File: config.mk
export PLATFORM = sky130hd
export DESIGN_NAME = clk_step_ctrl
export DESIGN_NICKNAME = d
export VERILOG_FILES = /design/src/rtl/clk_step_ctrl.sv
export SDC_FILE = /design/constraint.sdc
export NUM_CORES = 1
export LEC_CHECK = 0
export ABC_AREA = 1
export BUFFER_PORTS_ARGS = -buffer_cell sky130_fd_sc_hd__buf_2
export CORE_AREA = 2 2 85 87
export DETAILED_ROUTE_END_ITERATION = 10
export DIE_AREA = 0 0 87 89
export GPL_TIMING_DRIVEN = 0
export MAX_ROUTING_LAYER = met4
export PLACE_DENSITY = 0.59
export RECOVER_POWER = 50
export REMOVE_ABC_BUFFERS = 1
export SLEW_MARGIN = 20
export SYNTH_ARGS = -nofsm -noshare
export SYNTH_HDL_FRONTEND = slang
export SYNTH_SLANG_ARGS = --single-unit
File: constraint.sdc
create_clock -name clk -period 2.97 [get_ports clk]
set_input_delay 0.4455 -clock clk [delete_from_list [all_inputs] [get_ports clk]]
set_output_delay 0.4455 -clock clk [all_outputs]
set_load 0.1 [all_outputs]
File: src/rtl/clk_step_ctrl.sv
// Run/step/lock clock-enable sequencer: emits one-cycle tick pulses at a selectable period or on single-step.
// Inputs pass 2-FF synchronizers; a step edge ticks 3 edges later, free-run ticks land in the P-th RUN cycle.
module clk_step_ctrl #(
    parameter int DIV0  = 50000000,
    parameter int DIV1  = 5000000,
    parameter int DIV2  = 500000,
    parameter int CNT_W = 27
) (
    input  logic        clk,
    input  logic        rst_n,
    input  logic        run_sw,
    input  logic        step_btn,
    input  logic [1:0]  div_sel,
    input  logic        halt_req,
    output logic        tick,
    output logic        slow_led,
    output logic [1:0]  state,
    output logic [15:0] tick_cnt
);

    typedef enum logic [1:0] {
        ST_HALT = 2'b00,
        ST_RUN  = 2'b01,
        ST_STEP = 2'b10,
        ST_LOCK = 2'b11
    } state_e;

    localparam logic [CNT_W-1:0] DIV0_M1 = CNT_W'(DIV0 - 1);
    localparam logic [CNT_W-1:0] DIV1_M1 = CNT_W'(DIV1 - 1);
    localparam logic [CNT_W-1:0] DIV2_M1 = CNT_W'(DIV2 - 1);

    state_e            state_q, state_d;
    logic [CNT_W-1:0]  cnt_q, cnt_d;
    logic [1:0]        div_q, div_d;
    logic              run_s1_q, run_s1_d, run_s2_q, run_s2_d;
    logic              step_s1_q, step_s1_d, step_s2_q, step_s2_d, step_s3_q, step_s3_d;
    logic              slow_led_q, slow_led_d;
    logic [15:0]       tick_cnt_q, tick_cnt_d;

    logic [CNT_W-1:0]  per_m1;
    logic              step_rise;
    logic              run_on;
    logic              term;

    always_comb begin
        case (div_q)
            2'b00:   per_m1 = DIV0_M1;
            2'b01:   per_m1 = DIV1_M1;
            2'b10:   per_m1 = DIV2_M1;
            default: per_m1 = '0;
        endcase
    end

    assign step_rise = step_s2_q & ~step_s3_q;
    assign run_on    = run_s2_q;
    assign term      = (cnt_q == per_m1);
    assign tick      = (state_q == ST_STEP) | ((state_q == ST_RUN) & term);

    always_comb begin
        run_s1_d  = run_sw;
        run_s2_d  = run_s1_q;
        step_s1_d = step_btn;
        step_s2_d = step_s1_q;
        step_s3_d = step_s2_q;
        div_d     = div_sel;
    end

    // Step edges seen outside HALT fall through every branch and are lost.
    always_comb begin
        state_d = state_q;
        case (state_q)
            ST_HALT: begin
                if (run_on)         state_d = ST_RUN;
                else if (step_rise) state_d = ST_STEP;
            end
            ST_RUN: begin
                if (halt_req)       state_d = ST_LOCK;
                else if (!run_on)   state_d = ST_HALT;
            end
            ST_STEP: state_d = halt_req ? ST_LOCK : ST_HALT;
            ST_LOCK: begin
                if (!run_on)        state_d = ST_HALT;
            end
            default: state_d = ST_HALT;
        endcase
    end

    // A div_sel change restarts the period so the new rate starts from a clean count.
    always_comb begin
        cnt_d = '0;
        if ((state_q == ST_RUN) && (state_d == ST_RUN) && (div_sel == div_q) && !term)
            cnt_d = cnt_q + CNT_W'(1);
        slow_led_d = slow_led_q ^ tick;
        tick_cnt_d = tick_cnt_q + {15'd0, tick};
    end

    always_ff @(posedge clk or negedge rst_n) begin
        if (!rst_n) begin
            state_q    <= ST_HALT;
            cnt_q      <= '0;
            div_q      <= 2'b00;
            run_s1_q   <= 1'b0;
            run_s2_q   <= 1'b0;
            step_s1_q  <= 1'b0;
            step_s2_q  <= 1'b0;
            step_s3_q  <= 1'b0;
            slow_led_q <= 1'b0;
            tick_cnt_q <= 16'h0000;
        end else begin
            state_q    <= state_d;
            cnt_q      <= cnt_d;
            div_q      <= div_d;
            run_s1_q   <= run_s1_d;
            run_s2_q   <= run_s2_d;
            step_s1_q  <= step_s1_d;
            step_s2_q  <= step_s2_d;
            step_s3_q  <= step_s3_d;
            slow_led_q <= slow_led_d;
            tick_cnt_q <= tick_cnt_d;
        end
    end

    assign state    = state_q;
    assign slow_led = slow_led_q;
    assign tick_cnt = tick_cnt_q;

endmodule
-- Word level (Yosys, flattened, before mapping)
Cells that the tools add are included.
- bits in registers: 53
- word-level logic and storage cells: 39
- output and inout bits: 20
- reductions and logical operators: 6
- add/sub/neg operators: 2
- eq/ne operators: 8
- bitwise gates (word level): 5
- mux-type cells: 8
- operators with widths (kind ; count):
    case mux 26 bit (3 select lines) ; 1
    adder 27 x 1 -> 27 bit, second input constant ; 1
    == test 27 bit ; 1
    2-to-1 mux 27 bit ; 1
    adder 16 x 1 -> 16 bit ; 1
    2-to-1 mux 2 bit ; 5
    case mux 2 bit (4 select lines) ; 1
    == test 2 x 1 -> 1 bit, second input constant ; 3
    == test 2 bit, second input constant ; 3
    zero test 2 bit ; 2
    logical AND 1 bit ; 3
    bitwise AND 1 bit ; 2
    == test 2 bit ; 1
    zero test 1 bit ; 1
    NOT 1 bit ; 1
    bitwise OR 1 bit ; 1
    XOR 1 bit ; 1

-- Depth between registers and ports, before layout
Gate-level depths: netlist of the first run.
- depth in word-level cells: 10
- depth in mapped cells: 19
- depth with buffers taken out: 18

-- Worst setup path after synthesis of the first run
Ideal clock, no wire load.
- path kind: register to register
- from: reg div_q[0]
- to: reg tick_cnt_q[14], in the netlist tick_cnt[14]
- path buffers: 1
- data arrival time: 3.417 ns
- path slack: -0.609 ns
- stages on the path, launching flop included: 18
- library setup time: 0.162 ns
- clock period less this slack: 3.579 ns
- path through: dfrtp_1 -> inv_2 -> ha_1 -> buf_6 -> o21ai_4 -> nand3_1 -> nand2_1 -> nand2_2 -> nor2_4 -> nand3_1 -> nand2_1 -> ha_1 -> ha_1 -> nand2_1 -> nor3b_2 -> nand4_1 -> nor3_2 -> xor2_1
- word-level cells in the longest chain between the ends: 6
- ends and longest elaborated chain (what ; RTL line ; source):
    start: declaration ; 34 ; logic [1:0] div_q, div_d;
    start signal: assignment ; 112 ; div_q <= div_d;
    == test 2 bit, or another cell as far along ; 46 ; case (div_q)
    case mux 26 bit (3 select lines) (*) ; 46 ;
    == test 27 bit (*) ; 56 ; assign term = (cnt_q == per_m1);
    bitwise AND 1 bit (*) ; 57 ; assign tick = (state_q == ST_STEP) | ((state_q == ST_RUN) & term);
    bitwise OR 1 bit (*) ; 57 ;
    named net tick ; 15 ; output logic tick,
    adder 16 x 1 -> 16 bit (*) ; 94 ; tick_cnt_d = tick_cnt_q + {15'd0, tick};
    named net tick_cnt_d[14] ; 38 ; logic [15:0] tick_cnt_q, tick_cnt_d;
    end signal: assignment ; 119 ; tick_cnt_q <= tick_cnt_d;
    end: declaration ; 38 ;
The timed path passes the listed nets; every way through them passes the cells marked *.

-- Final worst setup path of the first run
- from: reg div_q[0]
- to: reg tick_cnt_q[14], in the netlist tick_cnt[14]
- word-level cells in the longest chain between the ends: 6
- ends and longest elaborated chain (what ; RTL line):
    == test 2 bit, or another cell as far along ; 46
    case mux 26 bit (3 select lines) (*) ; 46
    == test 27 bit (*) ; 56
    bitwise AND 1 bit (*) ; 57
    bitwise OR 1 bit (*) ; 57
    adder 16 x 1 -> 16 bit (*) ; 94
    named net tick_cnt_d[14] ; 38
Marked as above.

==> results of run 1 <==
[Yosys cell counts (all sizes together)]
library cell  count  share of area
a21oi             6          0.010
a31oi             1         0.0021
and3              2         0.0042
buf               3          0.011
dfrtp            53           0.44
ha                8          0.034
inv              52          0.065
nand2            82           0.11
nand3            26          0.045
nand4            10          0.021
nor2             66          0.090
nor3             18          0.049
nor3b             1         0.0042
nor4              1         0.0021
o211ai            1         0.0025
o21ai             7          0.016
or2               2         0.0042
xnor2            11          0.032
xor2             18          0.053
[per-stage QoR]
step	TNS, ps	std cells	setup WS (ps)
after detailed placement	-674	471	-232
after CTS	0	479	11.4
after global placement	-526	471	-192
after global routing	-68.8	483	-55.7
after floorplan	-4180	365	-633
final	0	483	206
[flip-flops by register name, indices dropped and copies added (netlist names)]
signal and cells:
step_s2_q 1, state 2, run_s1_q 1, slow_led 1
tick_cnt 16, cnt_q 27, div_q 2, step_s1_q 1
run_on 1, step_s3_q 1
[layout make-up]
cell class,instances,area (µm²)
Fill cell,677,3340
Timing Repair Buffer,31,168
Clock buffer,5,68.8
Sequential cell,53,1330
Multi-Input combinational cell,260,1500
Clock inverter,2,16.3
Inverter,52,198
Tap cell,80,100
[power by group]
| part | internal, mW | switching, mW | leakage, nW |
|---|---|---|---|
| sequential | 0.776 | 0.0571 | 0.709 |
| clock | 0.164 | 0.253 | 0.0402 |
| combinational | 0.117 | 0.526 | 0.836 |
[per-layer routing]
metal / track usage / vias to the layer above / wire [µm]
met4: 0.0568 / 0 / 41
li1: - / 1217 / -
met1: 0.257 / 1104 / 3100
met5: - / - / 0
met3: 0.0379 / 2 / 216
met2: 0.278 / 44 / 2860
[final timing paths]
| kind | from | end | slack [ps] | cells after the start |
|---|---|---|---|---|
| max | div_q[0]$_DFF_PN0_ | tick_cnt[14]$_DFF_PN0_ | 210 | 16 |
| min | run_sw | run_s1_q$_DFF_PN0_ | 240 | 1 |
| max reg2reg | div_q[0]$_DFF_PN0_ | tick_cnt[14]$_DFF_PN0_ | 210 | 16 |
| min reg2reg | run_s1_q$_DFF_PN0_ | run_on$_DFF_PN0_ | 360 | 0 |
| max in group asynchronous | rst_n | div_q[0]$_DFF_PN0_ | 1650 | 1 |
| min in group asynchronous | rst_n | cnt_q[23]$_DFF_PN0_ | 420 | 1 |
[cell families (layout without fill, tap and decap cells)]
family | count (synthesis) | after routing | share of synthesized area
compound gates | 15 | 15 | 0.0302
xor+xnor | 29 | 29 | 0.0852
fa+ha+maj | 8 | 8 | 0.0336
buf+inv | 55 | 90 | 0.0768
flops | 53 | 53 | 0.445
simple gates | 208 | 208 | 0.329
[layout by cell type (no fill, tap or decap), types with 2 or more instances in the layout]
cell type | synthesis | routed
inv_1 | 47 | 45
nand4_1 | 10 | 10
nand2_1 | 78 | 76
o21ai_0 | 6 | 6
clkbuf_8 | 0 | 5
buf_2 | 0 | 22
nand2_2 | 2 | 3
ha_4 | 0 | 3
inv_2 | 5 | 6
xor2_1 | 18 | 18
dfrtp_1 | 53 | 52
nor2_2 | 5 | 4
nand2_4 | 2 | 3
nor3_1 | 7 | 6
nor2_1 | 60 | 60
ha_1 | 8 | 4
nand3_1 | 25 | 24
xnor2_1 | 11 | 11
clkbuf_1 | 0 | 2
nor2_4 | 1 | 2
nand3_2 | 1 | 2
buf_4 | 0 | 5
and3_1 | 2 | 2
a21oi_1 | 6 | 6
nor3_2 | 11 | 12
[timing repair]
action / CTS / global route
pin swaps: 3 / 11
endpoints found under the setup margin: 6 / 5
endpoints found under the hold margin: 0 / 0
gates resized for setup: 7 / 12
hold buffers: 0 / 0
setup buffers: 1 / 4
[worst max-delay path: stages (launching register included)]
cell and delay [ps]:
dfrtp_2 470, inv_4 110, ha_4 210, xnor2_1 130
nand2_1 60, nor2_1 120, nand2_1 120, nor2_4 140
nand3_2 120, nand2_4 110, ha_4 140, ha_4 130
nand2_2 70, nor3b_4 240, nand4_1 190, nor3_2 210
xor2_1 140
==> out/metrics.cfg, run 1 <==
[run_status]
status=finished, final reports clean

[yosys]
ys_seq_area_frac=0.445
netlist_area_um2=2980
yosysWarnings=0
syn_inst=368
avgSynthCellArea_um2=8.10
ys_types=28
synth-seq-cells=53

[clock_network]
cts.sinks=53
path_clk_slew_ps=100
htree_levels=2
cts-root-buf=clkbuf_8
worstSkewPairLatency_ps=310
cts_tree=yes
clock_path_buffers=2
numCtsBuffers=5

[sta]
tightest_slew_ps=1330
fin_crit_ps=2760
skew_ps=4.55
hold_slack_ps=235
hold_violations=0
setup_viol=0
slew_headroom=0.111
slew_violations=0
fmax_ghz=0.362
timing.final.crit_share=0.931
rsz0062_at_grt=yes

[setup_path]
crit_fanout=7
end_kind=flop
worstSetupPathType=flop to flop
crit_required_ps=3210
worstPathArrival_ps=3000
startpoint_type=flop

[global_route]
globalRouteTotalUtil=0.187
grt_max_degree=54
grt_pass1_vias=2271
overflow=0
antenna_found_initial=0
grt_pass1_wl_mm=10.9

[die]
start_util=0.444
die_area_um2=7740
ios=27
row_count=30
die_x_um=87
die_h_um=89
coreArea_um2=6720

[route]
wl_per_cell_um=12.9
dr.pass1.iters=4
wl_mm=6.21
vias=2367
route.detailed.drc=0
avgViaCountPerCell=4.90
first_iter_violations=108
antenna_left=0

[cells_and_area]
final_area_um2=3380
drive_gt1_frac=0.191
fin_nets=418
fin_util=0.502
diodes=0
syn_to_final_growth_pct=13.2

[pwr]
p_per_area_nw_per_um2=561
vdd_drop_max_mv=0.898
p_total_mw=1.89
leakagePower_nw=1.58

[placed_design]
dpl.hpwl_mm=4.47
placed_area_um2=3180
port_buffers=26
gp_congestion=0.881

[run]
max_cap_viol_count=0

[min_path]
hold_class=primary input to flop

No activity file was read; power rests on OpenSTA's default activity.
==> inputs of run 2 (changes only) <==
ABC_AREA = 0   (was 1)
CORE_AREA = 2 2 79 81   (was 2 2 85 87)
DIE_AREA = 0 0 81 83   (was 0 0 87 89)
==> out/metrics.cfg, run 2 <==
[run_status]
status=complete, but fails checks
violations=negative setup slack

[yosys]
synthArstFlopShare=1.00  ; unchanged
synth_ff_type=dfrtp_1
synth-edff-count=0  ; unchanged
yosysTopAreaCellShare=0.523  ; +0.0784
synth-seq-cells=53  ; unchanged
synth_area_leaders=dfrtp_1, xor2_1, nor2_1
avgSynthCellArea_um2=10.5  ; +30%
yosysTopAreaCell=dfrtp_1
yosysWarnings=0  ; unchanged
netlist_area_um2=2530  ; -15%
syn_inst=241  ; -35%
yosysMostFrequentCell=dfrtp_1
yosys-top-cells-count=dfrtp_1, nor2_1, xor2_1
ys_seq_area_frac=0.523  ; +0.0784
ys_types=37  ; +32%

[setup_path]
worstPathArrival_ps=3470  ; +470 ps
crit_fanout=3  ; -4
worstSetupPathType=flop to flop
crit_required_ps=3180  ; -30 ps
cp_slowest_stage_delay_ps=440  ; -30 ps
worstPathCellList=inv_2 -> ha_4 -> or3_1 -> a222oi_1 -> o211ai_1 -> o41ai_4 -> ha_2 -> ha_4 -> nand2_2 -> or2_4 -> nor2_4 -> nand4_1 -> xnor2_1
end_kind=flop
startpoint_type=flop
path_common_cell=ha_4
crit_path_top_delay_cell=dfrtp_1

[sta]
worst_slack_ps=-292  ; -498 ps
slew_headroom=0.130  ; +0.0186
slew_violations=0  ; unchanged
fin_crit_ps=3260  ; +498 ps
timing.final.crit_share=1.10  ; +0.168
hold_violations=0  ; unchanged
setup_viol=9  ; +9
fmax_ghz=0.307  ; -15%
tightest_slew_ps=1310  ; -27.9 ps
skew_ps=9.15  ; +4.59 ps
rsz0062_at_grt=yes

[cells_and_area]
multi_input_comb_area_um2=1290  ; -14%
final_common_cell=dfrtp_1
drive_gt1_frac=0.242  ; +0.0510
final-seq-area_um2=1330  ; unchanged
diodes=0  ; unchanged
largest_register_ffs=27  ; unchanged
final_cell_mix=dfrtp_1, nor2_1, xor2_1, buf_2, nand3_1
syn_to_final_growth_pct=21.0
nFillCells=543  ; -20%
fin_nets=299  ; -28%
fin_util=0.527  ; +0.0249
top_register=cnt_q

[clock_network]
htree_levels=2  ; unchanged
clock_path_buffers=2  ; unchanged
path_clk_slew_ps=100  ; about the same
numCtsBuffers=5  ; unchanged
cts_tree=yes
cts-root-buf=clkbuf_8
cts.sinks=53  ; unchanged
worstSkewPairLatency_ps=310  ; about the same

[global_route]
overflow=0  ; unchanged
globalRouteTotalUtil=0.173  ; -0.0133
grt_pass1_wl_mm=8.95  ; -18%
grt_pass1_vias=1962  ; -14%
grt_max_degree=54  ; unchanged
antenna_found_initial=0  ; unchanged

[route]
first_iter_violations=67  ; -38%
wl_per_cell_um=14.0  ; +9.1%
wl_mm=5.05  ; -19%
vias=1878  ; -21%
dr.pass1.iters=4  ; unchanged
avgViaCountPerCell=5.22  ; +6.4%
antenna_left=0  ; unchanged
route.detailed.drc=0  ; unchanged

[die]
coreArea_um2=5820  ; -13%
die_h_um=83  ; -6.7%
die_area_um2=6720  ; -13%
row_count=28  ; -6.7%
die_x_um=81  ; -6.9%
start_util=0.436  ; -0.00788
ios=27  ; unchanged

[pwr]
vdd_drop_max_mv=0.850  ; -5.3%
leakagePower_nw=1.37  ; -14%
p_total_mw=2.09  ; +10%
p_per_area_nw_per_um2=682  ; +22%

[min_path]
hold_class=primary input to flop

[run]
max_cap_viol_count=0  ; unchanged

[placed_design]
gp_congestion=0.769  ; -13%
port_buffers=26  ; unchanged
dpl.hpwl_mm=3.21  ; -28%

[run 2: cell types whose count changed after synthesis, sizes merged, moves of 5 or more]
cell,before,now
inv,52,5
xor2,18,28
and4,0,5
nand2,82,17
a21oi,6,0
nor2,66,38
nor3,18,3
[run 2: final cells by class]
cell class                      instances  area share
Sequential cell                        53       0.433
Inverter                                5     0.00612
Multi-Input combinational cell        180       0.420
Clock buffer                            5      0.0224
Clock inverter                          3     0.00857
Tap cell                               75      0.0306
Timing Repair Buffer                   39      0.0796
[run 2: logic make-up after synthesis]
logic type | share of synthesized area
AND/OR/NAND/NOR | 0.236
buffers and inverters | 0.0128
flip-flops | 0.523
XOR/XNOR | 0.149
AO/OA/AOI/OAI | 0.0395
adder cells (fa/ha/maj) | 0.0395
[run 2: worst paths after layout]
path	start	to	slack, ps	depth (start not counted)
max	div_q[1]$_DFF_PN0_	tick_cnt[14]$_DFF_PN0_	-290	13
min	step_btn	step_s1_q$_DFF_PN0_	230	1
max reg2reg	div_q[1]$_DFF_PN0_	tick_cnt[14]$_DFF_PN0_	-290	13
min reg2reg	step_s1_q$_DFF_PN0_	step_s2_q$_DFF_PN0_	360	0
max in group asynchronous	rst_n	div_q[0]$_DFF_PN0_	1690	1
min in group asynchronous	rst_n	cnt_q[3]$_DFF_PN0_	410	1
[run 2: layer usage]
layer	vias up	GRT usage	routed length [µm]
li1	918	-	-
met3	8	0.0359	163
met1	920	0.229	2330
met5	-	-	0
met4	0	0.0539	70
met2	32	0.267	2490
[run 2: worst max-delay path: cells and delay by family, from the launching register on]
| family | cells | cell delay [ps] |
|---|---|---|
| AOI/OAI and AO/OA | 3 | 970 |
| and+or+nand+nor | 5 | 840 |
| adders and majority gates | 3 | 640 |
| DFF | 1 | 440 |
| xor gates and xnor gates | 1 | 150 |
| buffers and inverters | 1 | 120 |
[run 2: power by group]
part	internal [mW]	leakage (nW)	switching [mW]	total (mW)
clock	0.172	0.0487	0.253	0.426
sequential	0.785	0.707	0.0806	0.866
combinational	0.186	0.611	0.613	0.799
total	1.14	1.37	0.947	2.09
[run 2: repair_timing]
action,4_1_cts,5_1_grt
setup buffers,12,3
gates resized for setup,28,2
hold buffers,0,0
setup endpoints to repair,43,14
pin swaps,16,3
[run 2: per-stage QoR]
| stage | setup slack, ps | instances | hold slack, ps | area [µm²] | setup TNS, ps |
|---|---|---|---|---|---|
| 4_1_cts | -316 | 359 | 181 | 3050 | -2660 |
| 6_report | -292 | 360 | 228 | 3070 | -2080 |
| 5_1_grt | -490 | 360 | 209 | 3070 | -4330 |
| 3_3_place_gp | -829 | 339 | 332 | 2750 | -8020 |
| 3_5_place_dp | -840 | 339 | 340 | 2750 | -9270 |
| 2_1_floorplan | -2180 | 238 | 150 | 2520 | -29710 |
==> inputs of run 3 (changes only) <==
clock period = 3.1 ns   (was 2.97 ns; I/O delays follow)
==> out/metrics.cfg, run 3 (same netlist as run 2, synthesis figures left out) <==
[pwr]
vdd_drop_max_mv=0.813  ; -4.4%
p_per_area_nw_per_um2=652  ; -4.3%
leakagePower_nw=1.37  ; +0.39%

[clock_network]
cts_tree=yes
cts.sinks=53  ; unchanged
htree_levels=2  ; unchanged
numCtsBuffers=5  ; unchanged
worstSkewPairLatency_ps=310  ; about the same
path_clk_slew_ps=100  ; about the same
clock_path_buffers=2  ; unchanged
cts-root-buf=clkbuf_8

[global_route]
antenna_found_initial=0  ; unchanged
overflow=0  ; unchanged
grt_pass1_wl_mm=8.95  ; unchanged
globalRouteTotalUtil=0.173  ; unchanged
grt_max_degree=54  ; unchanged
grt_pass1_vias=1962  ; unchanged

[die]
row_count=28  ; unchanged
die_area_um2=6720  ; unchanged
start_util=0.436  ; unchanged
die_h_um=83  ; unchanged
die_x_um=81  ; unchanged
ios=27  ; unchanged
coreArea_um2=5820  ; unchanged

[cells_and_area]
largest_register_ffs=27  ; unchanged
fin_cells=361  ; +0.28%
nFillCells=541  ; -0.37%
fin_nets=300  ; +0.33%
final_common_cell=dfrtp_1
final_cell_mix=dfrtp_1, nor2_1, xor2_1, buf_2, nand3_1
diodes=0  ; unchanged
fin_util=0.529  ; +0.00129
top_register=cnt_q
syn_to_final_growth_pct=21.3
drive_gt1_frac=0.245  ; +0.00265

[route]
avgViaCountPerCell=5.17  ; -0.81%
antenna_left=0  ; unchanged
wl_per_cell_um=14.1  ; +0.14%
dr.pass1.iters=4  ; unchanged
wl_mm=5.08  ; +0.42%
vias=1868  ; -0.53%
first_iter_violations=67  ; unchanged
route.detailed.drc=0  ; unchanged

[sta]
worst_slack_ps=-150  ; +142 ps
fmax_ghz=0.308  ; +0.37%
slew_headroom=0.122  ; -0.00782
timing.final.crit_share=1.05  ; -0.0499
rsz0062_at_grt=yes
setup-tns-final_ps=-794  ; +1280 ps
skew_ps=5.86  ; -3.28 ps
hold_slack_ps=250  ; +22.5 ps
setup_viol=9  ; unchanged
tightest_slew_ps=1320  ; +11.7 ps
slew_violations=0  ; unchanged
fin_crit_ps=3250  ; -12.1 ps
hold_violations=0  ; unchanged

[setup_path]
cp_slowest_stage_delay_ps=440  ; about the same
crit_required_ps=3310  ; +130 ps
crit_fanout=3  ; unchanged
crit_path_top_delay_cell=dfrtp_1
startpoint_type=flop
end_kind=flop
path_common_cell=ha_4
worstSetupPathType=flop to flop
worstPathCellList=inv_2 -> ha_4 -> or3_1 -> a222oi_1 -> o211ai_1 -> o41ai_4 -> ha_2 -> ha_4 -> nand2_2 -> or2_4 -> nor2_4 -> nand4_1 -> xnor2_1
worstPathArrival_ps=3460  ; about the same

[min_path]
hold_class=primary input to flop

[placed_design]
port_buffers=26  ; unchanged
dp.cells=339  ; unchanged
dpl.hpwl_mm=3.21  ; unchanged
gp_congestion=0.769  ; unchanged

[run_status]
status=complete, but fails checks
violations=negative setup slack

[run]
max_cap_viol_count=0  ; unchanged

run 3: changes by cell type in the layout (fill, tap and decap cells not counted), sizes merged:
| cell | before | now |
|---|---|---|
| buf | 36 | 37 |
run 3: metrics by stage:
stage               cell area, µm²  setup WS (ps)  power, mW
global placement              2750           -699       1.50
global route                  3070           -353       2.10
detailed placement            2750           -710       1.51
finish                        3070           -150       2.01
floorplan                     2520          -2050       1.39
CTS                           3050           -186       2.01
run 3: metal layers:
layer  up-vias  GRT usage  share of wire
met1       908      0.229           0.46
met4         0     0.0539          0.014
li1        918          -              -
met5         -          -              0
met2        34      0.267           0.49
met3         8     0.0359          0.032
run 3: worst max-delay path, delay by kind of cell (launching register included):
family | cells | cell delay (ps)
AO/OA/AOI/OAI | 3 | 960
XOR/XNOR | 1 | 150
adder cells (fa/ha/maj) | 3 | 640
buffers and inverters | 1 | 120
flip-flops | 1 | 440
AND/OR/NAND/NOR | 5 | 840
run 3: final timing paths:
path	startpoint	endpoint	depth (start not counted)	slack [ps]
worst min-delay path	step_btn	step_s1_q$_DFF_PN0_	1	250
worst min register to register	run_s1_q$_DFF_PN0_	run_on$_DFF_PN0_	0	360
max in group asynchronous	rst_n	div_q[0]$_DFF_PN0_	1	1780
worst max-delay path	div_q[1]$_DFF_PN0_	tick_cnt[14]$_DFF_PN0_	13	-150
min in group asynchronous	rst_n	cnt_q[3]$_DFF_PN0_	1	440
worst max register to register	div_q[1]$_DFF_PN0_	tick_cnt[14]$_DFF_PN0_	13	-150
run 3: power by group:
part / leakage (nW) / internal (mW) / switching (mW)
Sequential: 0.707 / 0.752 / 0.0775
Clock: 0.0487 / 0.165 / 0.242
Combinational: 0.617 / 0.181 / 0.588
run 3: final cells by class:
cell class                 instances  area [µm²]  share of cell area
timing repair buffer              40         251              0.0818
tap                               75        93.8              0.0305
clock inverter                     3        26.3             0.00855
sequential                        53        1330               0.432
multi-input combinational        180        1290               0.419
inverter                           5        18.8             0.00611
clock buffer                       5        68.8              0.0224
run 3: repair_timing:
| item | in CTS | in global routing |
|---|---|---|
| hold buffers | 0 | 0 |
| pin swaps | 16 | 3 |
| gates cloned | 0 | 0 |
| resized for setup | 28 | 2 |
| buffers inserted | 12 | 2 |
| setup endpoints to repair | 17 | 12 |
